### src/rtl/fb_frame_scheduler_pkg.sv
// Shared framebuffer definitions: phase encodings and default geometry,
// common to scanout, plot generator and frame scheduler.
package fb_frame_scheduler_pkg;

  localparam int unsigned FB_DEPTH_DEFAULT = 307200;  // 640x480
  localparam int unsigned ADDR_W_DEFAULT   = 19;
  localparam int unsigned DATA_W_DEFAULT   = 8;

  typedef enum logic [1:0] {
    PH_IDLE  = 2'd0,
    PH_CLEAR = 2'd1,
    PH_DRAW  = 2'd2
  } phase_t;

endpackage

### src/rtl/fb_clear_engine.sv
// Gated clear address counter: advances one address per step and wraps to 0
// after the final framebuffer entry.
module fb_clear_engine
  import fb_frame_scheduler_pkg::*;
#(
  parameter int unsigned FB_DEPTH = FB_DEPTH_DEFAULT,
  parameter int unsigned ADDR_W   = ADDR_W_DEFAULT
) (
  input  logic              clk,
  input  logic              reset,
  input  logic              load,
  input  logic              step,
  output logic [ADDR_W-1:0] addr,
  output logic              last
);

  localparam logic [ADDR_W-1:0] LAST_ADDR = ADDR_W'(FB_DEPTH - 1);

  logic [ADDR_W-1:0] ptr;

  assign addr = ptr;
  assign last = (ptr == LAST_ADDR);

  always_ff @(posedge clk) begin
    if (reset || load) begin
      ptr <= '0;
    end else if (step) begin
      ptr <= last ? '0 : ptr + ADDR_W'(1);
    end
  end

endmodule

### src/rtl/fb_frame_scheduler.sv
// Framebuffer write-port owner: sequences IDLE -> CLEAR -> DRAW per frame and
// muxes the clear engine or plot requests onto a registered write port.
module fb_frame_scheduler
  import fb_frame_scheduler_pkg::*;
#(
  parameter int unsigned FB_DEPTH = FB_DEPTH_DEFAULT,
  parameter int unsigned ADDR_W   = ADDR_W_DEFAULT,
  parameter int unsigned DATA_W   = DATA_W_DEFAULT
) (
  input  logic              clk,
  input  logic              reset,
  input  logic              frame_start,
  input  logic              clear_gate,
  input  logic              trails_en,
  input  logic              plot_valid,
  input  logic [ADDR_W-1:0] plot_addr,
  input  logic [DATA_W-1:0] plot_data,
  input  logic              plot_inrange,
  input  logic              plot_last,
  output logic              plot_ready,
  output logic              draw_start,
  output logic              fb_we,
  output logic [ADDR_W-1:0] fb_waddr,
  output logic [DATA_W-1:0] fb_wdata,
  output logic [1:0]        phase,
  output logic              frame_done,
  output logic              overrun,
  output logic [7:0]        overrun_count
);

  phase_t            state, state_next;
  logic              clr_load, clr_step, clr_last;
  logic [ADDR_W-1:0] clr_addr;
  logic              plot_hs;

  assign plot_ready = (state == PH_DRAW);
  assign plot_hs    = plot_valid && plot_ready;
  assign phase      = state;
  assign clr_load   = (state == PH_IDLE) && frame_start && !trails_en;
  assign clr_step   = (state == PH_CLEAR) && clear_gate;

  fb_clear_engine #(
    .FB_DEPTH (FB_DEPTH),
    .ADDR_W   (ADDR_W)
  ) u_clear (
    .clk   (clk),
    .reset (reset),
    .load  (clr_load),
    .step  (clr_step),
    .addr  (clr_addr),
    .last  (clr_last)
  );

  always_ff @(posedge clk) begin
    if (reset) state <= PH_IDLE;
    else       state <= state_next;
  end

  always_comb begin
    state_next = state;
    unique case (state)
      PH_IDLE:  if (frame_start) state_next = trails_en ? PH_DRAW : PH_CLEAR;
      PH_CLEAR: if (clr_step && clr_last) state_next = PH_DRAW;
      PH_DRAW:  if (plot_hs && plot_last) state_next = PH_IDLE;
      default:  state_next = PH_IDLE;
    endcase
  end

  always_ff @(posedge clk) begin
    if (reset) begin
      fb_we         <= 1'b0;
      fb_waddr      <= '0;
      fb_wdata      <= '0;
      draw_start    <= 1'b0;
      frame_done    <= 1'b0;
      overrun       <= 1'b0;
      overrun_count <= '0;
    end else begin
      fb_we      <= 1'b0;
      draw_start <= (state != PH_DRAW) && (state_next == PH_DRAW);
      frame_done <= plot_hs && plot_last;
      if (clr_step) begin
        fb_we    <= 1'b1;
        fb_waddr <= clr_addr;
        fb_wdata <= '0;
      end else if (plot_hs) begin
        fb_we    <= plot_inrange;
        fb_waddr <= plot_addr;
        fb_wdata <= plot_data;
      end
      // A frame_start outside IDLE never restarts the frame; it is only logged.
      if (frame_start && state != PH_IDLE) begin
        overrun <= 1'b1;
        if (overrun_count != '1) overrun_count <= overrun_count + 8'd1;
      end
    end
  end

endmodule
### config.mk
export PLATFORM = sky130hd
export DESIGN_NAME = fb_frame_scheduler
export DESIGN_NICKNAME = d
export VERILOG_FILES = /design/src/rtl/fb_frame_scheduler_pkg.sv /design/src/rtl/fb_clear_engine.sv /design/src/rtl/fb_frame_scheduler.sv
export SDC_FILE = /design/constraint.sdc
export NUM_CORES = 1
export LEC_CHECK = 0
export CAP_MARGIN = 20
export CORE_UTILIZATION = 25
export CTS_BUF_LIST = sky130_fd_sc_hd__clkbuf_4
export DETAILED_ROUTE_END_ITERATION = 12
export GPL_ROUTABILITY_DRIVEN = 0
export HOLD_SLACK_MARGIN = 0.05
export SLEW_MARGIN = 10
export SYNTH_ARGS = -nofsm -noshare
export SYNTH_HDL_FRONTEND = slang
export SYNTH_SLANG_ARGS = --single-unit
### constraint.sdc
create_clock -name clk -period 3.8 [get_ports clk]
set_input_delay 0.76 -clock clk [delete_from_list [all_inputs] [get_ports clk]]
set_output_delay 0.76 -clock clk [all_outputs]
set_load 0.005 [all_outputs]
==> summary.txt <==
Outcome
  – Run status: finished clean

Clock tree
  – CTS Sinks: 60
  – CTS resizes: 0
  – H-tree levels: 3
  – Clk_lat worst skew: 0.39 ns
  – CTS Hold Bufs: 0
  – Total setup buffers inserted after CTS: 0
  – Number of buffers created by CTS: 9
  – CTS tree: yes
  – Root buffer cell: clkbuf_4
  – Maximum root-to-sink buffer count: 2
  – Clock transition at the registers of the reported paths: 0.10 ns

Hold path
  – HP Class: flop to flop
  – Hold path start: fb_waddr[6]

Placed design
  – HPWL Detailed: 4810 µm
  – Placed cell area: 3460 µm²
  – Port Buffers: 76
  – Dpl ws: 0.985 ns

Setup path
  – Cell breakdown of the critical path: nor2b_1, clkdlybuf4s50_1
  – Worst setup SP type: flop
  – WP data arrival: 1.70 ns
  – CP Capture Type: output port
  – Crit Path Class: flop to output port
  – Critical Path Slowest Stage Cell: dfxtp_1
  – Crit-path max cell delay: 0.55 ns
  – Worst flop-to-flop path startpoint: phase[0]
  – Worst setup startpoint: phase[1]
  – Worst Path Max Fanout: 12
  – Critical Path RT: 3.04 ns

Floorplanning
  – Die area: 10600 µm²
  – Die height: 103 µm
  – Initial Util: 25.9%
  – Floorplan row count: 36
  – Core Area: 9860 µm²
  – Die X: 103 µm
  – I/O pins: 77

Global route
  – Total track usage: 13.4%
  – Total grt overflow: 0
  – Pin count of the biggest net entering global routing: 21
  – Initial antenna violation count: 0
  – Vias in the first global route: 2373
  – Global-route wire length before repair: 11000 µm

Timing
  – Slew HR: 60.7%
  – Setup-failing EPs final: 0
  – Clk_skew: 0.00963 ns
  – Period Utilization, post-route: 64.8%
  – Least-Margin Pin Slew: 0.587 ns
  – Fin Setup TNS: 0 ns
  – Min Tclk post-route: 2.46 ns
  – Final slew viol count: 0
  – Fmax: 406 MHz
  – Final count of hold timing violations: 0
  – Worst setup slack after layout: 1.34 ns
  – RSZ-0062 raised after global routing: false

Yosys
  – Seq cells post-synth: 60
  – EDFF count, synth: 0
  – Top_reg_cell synth: dfxtp_1
  – Synth async-reset ratio: 0%
  – Yosys warns: 0
  – Syn nets: 334
  – Netlist cell types: 47
  – Syn Std Cell Area: 2560 µm²
  – Syn_area_per_cell: 8.61 µm²
  – Synth Instances: 297
  – Sequential cell area fraction in the yosys report: 47.0%

Pwr
  – Leakage: 1.18 nW
  – VDD IR-drop max: 129 µV
  – P per Cell Area: 340 nW/µm²

Routing
  – Via total after detailed routing: 2410
  – Iter 0 DRT Violations: 92
  – Routed wire per std cell: 13.2 µm
  – DRT Pass-1 Iters: 4
  – Final WL: 6710 µm
  – Final ANT Viol Nets: 0
  – Via/cell ratio: 4.74
  – Drc violations: 0

Cells and area
  – Area taken by flip-flops and latches: 1200 µm²
  – Fillcell total: 1016
  – Final Cell Area: 3590 µm²
  – Share of layout cells above drive strength 1: 7.47%
  – Diode count: 0
  – Area grow syn2layout: 40.2%
  – Multi-input logic area: 1260 µm²
  – Nets: 408

Flow run
  – Max-cap violation count: 0
Yosys cell counts, types with 3 or more instances:
master,n,share of area (%)
dfxtp_1,60,47
xor2_1,9,3.1
mux2i_1,3,1.2
nand3_1,6,1.2
nor3_1,7,1.4
inv_1,3,0.44
o21ai_0,3,0.59
nor2_1,26,3.8
a22oi_1,17,5.0
xnor2_1,9,3.1
a21oi_1,35,6.8
buf_2,3,0.59
nor4_1,10,2.4
nand2_1,41,6.0
nand4_1,7,1.7
clkbuf_1,16,2.3
and4_1,3,1.0
cell type report:
cell class	instances	area share [%]
Clock buffer	12	2.51
Clock inverter	3	1.08
Inverter	3	0.314
Multi-Input combinational cell	214	35.3
Sequential cell	60	33.5
Tap cell	133	4.64
Timing Repair Buffer	83	22.7
cells in the final DEF, fill, tap and decap left out, types with 2 or more instances in the layout:
cell type and instances:
o22ai_1 2, nor4_1 10, xor2_1 9, nor3_1 7, clkbuf_4 12, nand2_1 41
ha_1 2, or2_2 2, mux2i_1 3, dfxtp_1 60, or3_2 2, buf_4 7
nand3_1 6, or4_1 2, and3b_1 2, o21ai_0 3, a21oi_1 35, o211ai_1 2
xnor2_1 9, a22oi_1 17, and4_1 3, o21a_1 2, clkdlybuf4s50_1 76, nand3b_1 2
nor2_1 26, nand4_1 7, inv_1 3
cell families (layout without fill, tap and decap cells):
family,Yosys count,after routing,share of synthesized area (%)
compound gates,69,69,16.7
xor+xnor,18,18,6.16
fa+ha+maj,2,2,0.978
buf+inv,23,101,3.57
flops,60,60,47.0
mux,3,3,1.17
simple gates,122,122,24.4
layer usage:
| layer | global-route usage [%] | routed length [µm] |
|---|---|---|
| met3 | 5.97 | 513 |
| met4 | 2.28 | 8 |
| met2 | 21.7 | 3030 |
| met5 | 0 | 0 |
| met1 | 16.6 | 3160 |
report_power, final:
part           switching, W  internal [W]  total, W  leakage (nW)
clock              0.000216      0.000217  0.000433        0.0748
combinational     0.0000559     0.0000747  0.000131         0.621
sequential        0.0000120      0.000642  0.000655         0.485
total              0.000284      0.000934   0.00122          1.18
path summary, 6_finish.rpt:
kind / slack, ns / end / depth (start not counted)
max: 1.34 / plot_ready / 2
min: 0.46 / fb_waddr[6] / 2
max reg2reg: 1.65 / u_clear.addr[14] / 5
min reg2reg: 0.46 / fb_waddr[6] / 2
metrics by stage:
stage                     std cells  power, W  utilization [%]  hold WS, ns
final                           508   0.00122             36.4        0.457
after global routing            508   0.00128             36.4        0.484
after CTS                       508   0.00124             36.4        0.460
after detailed placement        493  0.000800             35.0        0.446
after global placement          493  0.000799             35.0        0.445
after floorplan                 297  0.000718                -        0.453
critical path: cells and delay by family (launching register included):
family,cells,cell delay [ns]
flip-flops,1,0.55
buffers and inverters,1,0.53
AND/OR/NAND/NOR,1,0.24
sequential cells by signal, summed over array words and instances, names as in the netlist:
register	count
fb_waddr	19
u_clear.addr	19
fb_wdata	8
overrun_count	8
phase	2
draw_start	1
fb_we	1
frame_done	1
overrun	1
(Power assumes the default switching activity.)
